**src/rtl/decoder_strobe_pkg.sv**
```systemverilog
// Shared types for the strobe decoder: controller states and the counter sizing helper.
package decoder_strobe_pkg;

    typedef enum logic [1:0] {
        ST_IDLE  = 2'd0,
        ST_PULSE = 2'd1,
        ST_HOLD  = 2'd2,
        ST_GAP   = 2'd3
    } strobe_state_t;

    // Width able to hold max(pulsew, gapw, 2) - 1; never returns zero.
    function automatic int cnt_width(input int pulsew, input int gapw);
        int m;
        m = 2;
        if (pulsew > m) m = pulsew;
        if (gapw > m) m = gapw;
        return $clog2(m);
    endfunction

endpackage

```
**src/rtl/decoder_onehot.sv**
```systemverilog
// Combinational select-to-one-hot decode with enable and a range-valid flag.
module decoder_onehot #(
    parameter int SELW = 3,
    parameter int NOUT = 8
) (
    input  logic            en,
    input  logic [0:SELW-1] sel,
    output logic [0:NOUT-1] onehot,
    output logic            valid
);

    localparam logic [SELW:0] NOUT_V = (SELW+1)'(NOUT);

    always_comb begin
        valid = 1'b1;
        // A full decode cannot go out of range, so the compare is dropped entirely.
        if (NOUT < (2 ** SELW)) valid = ({1'b0, sel} < NOUT_V);
        onehot = '0;
        for (int i = 0; i < NOUT; i++) begin
            if (en && valid && (sel == SELW'(i))) onehot[i] = 1'b1;
        end
    end

endmodule

```
**src/rtl/decoder_strobe.sv**
```systemverilog
// Registered one-hot strobe generator: pulse or level strobes with a forced dead gap,
// out-of-range rejection and a one-cycle ack per request.
//
// state    | meaning
// ST_IDLE  | q=0, waiting for req; accepts or rejects on the sampling edge
// ST_PULSE | q held, counting down PULSEW cycles
// ST_HOLD  | q held while req stays high
// ST_GAP   | q=0, counting down GAPW dead cycles
module decoder_strobe
    import decoder_strobe_pkg::*;
#(
    parameter int SELW   = 3,
    parameter int NOUT   = 8,
    parameter int PULSEW = 1,
    parameter int GAPW   = 0
) (
    input  logic            clk,
    input  logic            rst_n,
    input  logic            req,
    input  logic [0:SELW-1] sel,
    input  logic            mode,
    output logic            ack,
    output logic            err,
    output logic            busy,
    output logic [0:NOUT-1] q
);

    localparam int CW = cnt_width(PULSEW, GAPW);
    localparam strobe_state_t ST_AFTER = (GAPW > 0) ? ST_GAP : ST_IDLE;
    localparam logic [CW-1:0] PULSE_LD = CW'(PULSEW - 1);
    localparam logic [CW-1:0] GAP_LD   = (GAPW > 0) ? CW'(GAPW - 1) : '0;

    strobe_state_t   state, state_nx;
    logic [CW-1:0]   cnt, cnt_nx;
    logic [0:NOUT-1] q_nx;
    logic            ack_nx, err_nx;
    logic [0:NOUT-1] dec;
    logic            sel_ok;

    decoder_onehot #(
        .SELW(SELW),
        .NOUT(NOUT)
    ) u_dec (
        .en    (req && (state == ST_IDLE)),
        .sel   (sel),
        .onehot(dec),
        .valid (sel_ok)
    );

    always_comb begin
        state_nx = state;
        cnt_nx   = cnt;
        q_nx     = q;
        ack_nx   = 1'b0;
        err_nx   = 1'b0;
        case (state)
            ST_IDLE: begin
                q_nx = '0;
                if (req) begin
                    ack_nx = 1'b1;
                    if (!sel_ok) begin
                        err_nx = 1'b1;
                    end else begin
                        q_nx = dec;
                        if (mode) begin
                            state_nx = ST_HOLD;
                        end else begin
                            state_nx = ST_PULSE;
                            cnt_nx   = PULSE_LD;
                        end
                    end
                end
            end
            ST_PULSE: begin
                if (cnt == '0) begin
                    q_nx     = '0;
                    state_nx = ST_AFTER;
                    cnt_nx   = GAP_LD;
                end else begin
                    cnt_nx = cnt - CW'(1);
                end
            end
            ST_HOLD: begin
                if (!req) begin
                    q_nx     = '0;
                    state_nx = ST_AFTER;
                    cnt_nx   = GAP_LD;
                end
            end
            ST_GAP: begin
                q_nx = '0;
                if (cnt == '0) state_nx = ST_IDLE;
                else           cnt_nx = cnt - CW'(1);
            end
            default: begin
                q_nx     = '0;
                state_nx = ST_IDLE;
            end
        endcase
    end

    always_ff @(posedge clk) begin
        if (!rst_n) begin
            state <= ST_IDLE;
            cnt   <= '0;
            q     <= '0;
            ack   <= 1'b0;
            err   <= 1'b0;
        end else begin
            state <= state_nx;
            cnt   <= cnt_nx;
            q     <= q_nx;
            ack   <= ack_nx;
            err   <= err_nx;
        end
    end

    assign busy = (state != ST_IDLE);

    a_onehot:   assert property (@(posedge clk) disable iff (!rst_n) $onehot0(q));
    a_busy:     assert property (@(posedge clk) disable iff (!rst_n) busy == (state != ST_IDLE));
    a_err_ack:  assert property (@(posedge clk) disable iff (!rst_n) err |-> ack);
    a_err_noq:  assert property (@(posedge clk) disable iff (!rst_n) err |-> (q == '0));

endmodule

```
**config.mk**
```make
export PLATFORM = sky130hd
export DESIGN_NAME = decoder_strobe
export DESIGN_NICKNAME = d
export VERILOG_FILES = /design/src/rtl/decoder_strobe_pkg.sv /design/src/rtl/decoder_onehot.sv /design/src/rtl/decoder_strobe.sv
export SDC_FILE = /design/constraint.sdc
export NUM_CORES = 1
export LEC_CHECK = 0
export CORE_AREA = 8 8 45 47
export CTS_BUF_LIST = sky130_fd_sc_hd__clkbuf_16
export DETAILED_ROUTE_END_ITERATION = 8
export DIE_AREA = 0 0 53 55
export SLEW_MARGIN = 10
export SYNTH_ARGS = -nofsm -noshare
export SYNTH_HDL_FRONTEND = slang
export SYNTH_SLANG_ARGS = --single-unit
```
**constraint.sdc**
```tcl
create_clock -name clk -period 2.3 [get_ports clk]
set_input_delay 0.69 -clock clk [delete_from_list [all_inputs] [get_ports clk]]
set_output_delay 0.69 -clock clk [all_outputs]
set_load 0.1 [all_outputs]
```
==> summary.md, run 1 <==
| Metric | Value |
|---|---|
| Run status | completed |
| Mapped Area | 425 um2 |
| Placed cell area | 574 um2 |
| Area fraction of the dominant cell type after synthesis | 0.518 |
| Period utilization | 0.758 |
| Final Setup Violations | 0 |
| Peak supply drop | 0.599 mV |
| Leak pwr | 0.278 nW |
| Antenna violations before repair | 0 |
| Reg area | 220 um2 |
| Hold_buf cts | 0 |
| Largest net degree at the start of global routing | 8 |
| R2R cell count | 2 |
| # clock sinks | 11 |
| R2R Path Start | state[0] |
| Required time of the critical path | 1.61 ns |
| Final wirelength | 924 um |
| Final slew viol count | 0 |
| Synth area leaders | dfxtp_1 (52%), a32o_1 (9.4%), nand4bb_4 (6.5%) |
| Cell variety after synth | 20 |
| Final layout net count | 63 |
| Post-CTS Setup Bufs | 0 |
| Post-route ant nets | 0 |
| Hold endpoint | q[7] |
| Total CTS buffers | 3 |
| Area Growth Syn to Fin | 53.5% |
| Root Driver | clkbuf_16 |
| Clock latency on the worst-skew pair | 0.23 ns |
| Wire per inst | 13.0 um |
| R2r endpoint | q[4] |
| Htree depth | 1 |
| Row count | 14 |
| Synth top cells by count | dfxtp_1 (11), a32o_1 (4), inv_1 (3) |
| Final core occ | 0.472 |
| Port bufs | 16 |
| Endpoint type of the worst setup path | primary output |
| Pwr/cell area | 910 nW/um2 |
| Starting Density | 0.307 |
| Global-route wire length before repair | 1.52 mm |
| Ys flop type | dfxtp_1 |
| Reg-to-reg setup timing slack | 1.30 ns |
| RSZ-0062 raised after global routing | no |
| Drt first pass iters | 4 |
| Synthesized flop and latch total | 11 |
| Final Hold Fails | 0 |
| Die W | 53 um |
| Layout cell share with drive strength beyond 1 | 0.291 |
| Initial drt markers | 6 |
| Worst setup SP type | flop |
| Critical Path Fanout Max | 4 |
| Core area | 1380 um2 |
| TritonCTS clock tree | done |
| Warning count from the yosys run | 0 |
| Hold Path Class | reg -> reg |
| # diodes | 0 |
| Avg Inst Size Synth | 11.5 um2 |
| Max Fclk | 574 MHz |
| Tmin final | 1.74 ns |
| Wire length on met1 | 353 um |
| GRT Resource Usage Total | 0.0713 |
| Crit Path Class | reg -> out |
| Die area | 2920 um2 |
| DR vias | 354 |
| Routability congestion estimate | 0.754 |
| DR WL met2 | 479 um |
| Area leader, netlist | dfxtp_1 |
| Reg clk slew, reported paths | 0.04 ns |
| Final Skew | 0.000823 ns |
| EDFF count, synth | 0 |
| Die Y | 55 um |
| Min-delay src | q[7] |
| Design area | 653 um2 |
| # fillers | 120 |
| Min-Delay Path Depth | 2 |
| Met3 WL post-DR | 55 um |
| Detailed Place HPWL | 711 um |
| Maxcap violations | 0 |
| Async SR Flop Fraction | 0 |
| Register area share after synthesis | 0.518 |
| Syn nets | 44 |
| CTS max path bufs | 2 |
| Count leader, synth | dfxtp_1 |
| DR top layer | met4 |
| Post-synthesis instance total | 37 |
| I/O pins | 18 |
| Setup TNS | 0 ns |
| DRC Markers | 0 |
| Vias per cell | 4.99 |
| Number of gates resized after cts | 0 |
| Gr ovfl total | 0 |
| Multi-input gate area | 171 um2 |
| Vias in the first global route | 374 |
| CP arrival | 1.05 ns |
[per-layer routing]
layer / global-route usage / up-vias
met5: 0 / -
li1: - / 174
met2: 0.117 / 9
met4: 0.0647 / 0
met1: 0.0707 / 166
met3: 0.0241 / 5
[worst max-delay path, cell delays in order (launching register included)]
cell     delay, ns
dfxtp_1       0.32
or2_2         0.32
buf_12        0.17
[sequential cells by signal, summed over array words and instances, names as in the netlist]
signal  flops
q           8
state       2
ack         1
[cell type report]
cell class | instances | share of cell area
repair buffers | 16 | 0.226
multi-input cells | 20 | 0.262
clock buffers | 3 | 0.115
clock inverters | 1 | 0.00575
flip-flops and latches | 11 | 0.337
inverters | 4 | 0.0230
well taps | 16 | 0.0307
[kinds of logic after synthesis]
logic type,Yosys count,synth area share
buffers and inverters,6,0.0794
flip-flops,11,0.518
other,1,0.00882
AO/OA/AOI/OAI,9,0.194
AND/OR/NAND/NOR,10,0.200
[through the flow]
step | worst slack [ns] | hold WS, ns | std cells | total power [W]
floorplan | 0.685 | 0.529 | 37 | 0.000265
global placement | 0.459 | 0.452 | 67 | 0.000294
detailed placement | 0.444 | 0.451 | 67 | 0.000294
CTS | 0.549 | 0.462 | 71 | 0.000602
global route | 0.529 | 0.494 | 71 | 0.000619
finish | 0.557 | 0.456 | 71 | 0.000594
[where the power goes]
group	internal [W]	leakage, nW	total (W)	switching (W)
sequential	0.000197	0.0894	0.000200	0.00000293
combinational	0.0000287	0.146	0.0000906	0.0000619
clock	0.000227	0.0423	0.000304	0.0000765
[worst max path at each step]
stage | start | endpoint | slack [ns] | depth (start not counted)
2_1_floorplan | q[6] | q[6] | 0.69 | 0
3_3_place_gp | rst_n | q[4] | 0.46 | 3
3_5_place_dp | rst_n | q[4] | 0.44 | 3
4_1_cts | state[1] | busy | 0.55 | 2
5_1_grt | state[1] | busy | 0.53 | 2
6_report | state[1] | busy | 0.56 | 2
[placed cells by master (no fill, tap or decap), drive strengths merged]
master          n
and4b           1
a21o            1
nor2b           1
nand3b          1
o32ai           2
or2             1
o2bb2ai         1
dfxtp          11
buf            10
nor2            2
clkdlybuf4s50   6
conb            1
nor3b           1
nand4bb         1
nand4b          1
inv             5
nand2           1
a32o            4
a22o            1
clkbuf          3
No activity file was read; power rests on OpenSTA's default activity.
==> inputs of run 2 (changes only) <==
--- a/config.mk
+++ b/config.mk
@@ -9,6 +9,7 @@
 export CTS_BUF_LIST = sky130_fd_sc_hd__clkbuf_16
 export DETAILED_ROUTE_END_ITERATION = 8
 export DIE_AREA = 0 0 53 55
+export PLACE_DENSITY = 0.65
 export SLEW_MARGIN = 10
 export SYNTH_ARGS = -nofsm -noshare
 export SYNTH_HDL_FRONTEND = slang
==> constraint.sdc (replaced) <==
create_clock -name clk -period 1.6 [get_ports clk]
set_input_delay 0.48 -clock clk [delete_from_list [all_inputs] [get_ports clk]]
set_output_delay 0.48 -clock clk [all_outputs]
set_load 0.1 [all_outputs]
==> run 2 against run 1 <==
  * Design area grew 18%
  * Critical path depth stayed put
  * Die area stayed put
  * Core utilization rose by 8.7 points
  * Hold slack better by 0.044 ns
  * Critical endpoint unchanged
  * Largest cell class is now non-clock buffers
==> summary.md, run 2 (synthesized netlist as in run 1, its figures left out) <==
| Metric | Value |
|---|---|
| Run status | completed |
| Slowest cell on the critical path | dfxtp_1 |
| Hold_buf cts | 0 |
| # diodes | 0 |
| CP delay by family, top | flip-flops |
| Crit-path cells | or2_2, buf_12 |
| Final Hold Fails | 0 |
| R2r endpoint | q[4] |
| Tmin final | 1.53 ns |
| CP arrival | 1.05 ns |
| Vias in the first global route | 338 |
| Reg with most FFs | q |
| # clock sinks | 11 |
| Post-CTS Setup Bufs | 0 |
| R2R cell count | 2 |
| Starting Density | 0.307 |
| Final wirelength | 900 um |
| Max reg flops | 8 |
| GRT Resource Usage Total | 0.0756 |
| Largest registers in the final layout | q x8, state x2, ack x1 |
| Root Driver | clkbuf_16 |
| Antenna violations before repair | 0 |
| Pwr/cell area | 1130 nW/um2 |
| Area Growth Syn to Fin | 81.8% |
| Worst setup SP type | flop |
| TritonCTS clock tree | done |
| Final layout net count | 64 |
| Clock latency on the worst-skew pair | 0.24 ns |
| Peak supply drop | 0.655 mV |
| Die W | 53 um |
| Reg area | 220 um2 |
| Leak pwr | 0.308 nW |
| Post-place setup slack | -0.0351 ns |
| Post-route setup slack | 0.0660 ns |
| Setup TNS | 0 ns |
| Maxcap violations | 0 |
| Vias per cell | 4.81 |
| Total CTS buffers | 3 |
| RSZ-0062 raised after global routing | no |
| Placed cell area | 694 um2 |
| Post-route ant nets | 0 |
| Required time of the critical path | 1.12 ns |
| Final slew viol count | 0 |
| Die Y | 55 um |
| Die area | 2920 um2 |
| Largest net degree at the start of global routing | 8 |
| Final Setup Violations | 0 |
| Final Skew | 0.00255 ns |
| Htree depth | 1 |
| Wire per inst | 12.5 um |
| Global-route wire length before repair | 1.48 mm |
| CP Launch Point | state[1] |
| Reg-to-reg setup timing slack | 0.61 ns |
| Crit Path Class | reg -> out |
| R2R Path Start | state[0] |
| Drt first pass iters | 4 |
| Min-delay src | q[7] |
| Hold Path Class | reg -> reg |
| WP buf/inv | 1 |
| Core area | 1380 um2 |
| Row count | 14 |
| I/O pins | 18 |
| # fillers | 119 |
| Design area | 773 um2 |
| DR vias | 346 |
| CTS max path bufs | 2 |
| Routability congestion estimate | 0.752 |
| Commonest cells after routing, fill and taps aside | dfxtp_1 (11), buf_12 (10), clkdlybuf4s50_1 (6) |
| Hold endpoint | q[7] |
| Multi-input gate area | 171 um2 |
| Most common cell after layout, fill and taps aside | dfxtp_1 |
| Max Fclk | 652 MHz |
| Endpoint type of the worst setup path | primary output |
| Reg clk slew, reported paths | 0.04 ns |
| Min-Delay Path Depth | 2 |
| Initial drt markers | 7 |
| Port bufs | 16 |
| Number of gates resized after cts | 0 |
| Layout cell share with drive strength beyond 1 | 0.304 |
| Period utilization | 0.959 |
| Critical Path Fanout Max | 4 |
| DRC Markers | 0 |
| Gr ovfl total | 0 |
| CP peak stage delay | 0.32 ns |
## run 2: changes by cell type in the layout (fill, tap and decap cells not counted), sizes merged
cell / previous run / this run
buf: 10 / 11
## run 2: worst reg2reg max path: stages (launching register included)
cell and delay (ns):
dfxtp_1 0.34, and4b_1 0.28, a22o_1 0.25
## run 2: worst max-delay path by stage
stage	slack, ns	cells after the start	end
6_report	0.07	2	busy
5_1_grt	0.05	2	busy
4_1_cts	0.06	2	busy
3_5_place_dp	-0.04	3	q[4]
3_3_place_gp	-0.02	3	q[4]
2_1_floorplan	0.20	0	q[6]
## run 2: cell type report
type                            instances  share of cell area
Clock buffer                            3              0.0971
Tap cell                               16              0.0259
Multi-Input combinational cell         20               0.222
Clock inverter                          1             0.00485
Timing Repair Buffer                   17               0.346
Inverter                                4              0.0194
Sequential cell                        11               0.285
## run 2: through the flow
step | hold WS, ns | total power, W | utilization | instances
5_1_grt | 0.521 | 0.000910 | 0.559 | 72
3_5_place_dp | 0.495 | 0.000438 | 0.502 | 68
6_report | 0.500 | 0.000875 | 0.559 | 72
3_3_place_gp | 0.487 | 0.000438 | 0.502 | 68
4_1_cts | 0.506 | 0.000888 | 0.559 | 72
2_1_floorplan | 0.529 | 0.000381 | - | 37
## run 2: where the power goes
part | switching [W] | internal [W]
Combinational | 0.0000881 | 0.0000551
Sequential | 0.00000676 | 0.000283
Clock | 0.000114 | 0.000327
## run 2: routing by layer
| metal | track usage | share of wire |
|---|---|---|
| met4 | 0.116 | 0.070 |
| met1 | 0.0827 | 0.44 |
| met2 | 0.0879 | 0.39 |
| met3 | 0.0321 | 0.10 |
| met5 | 0 | 0 |
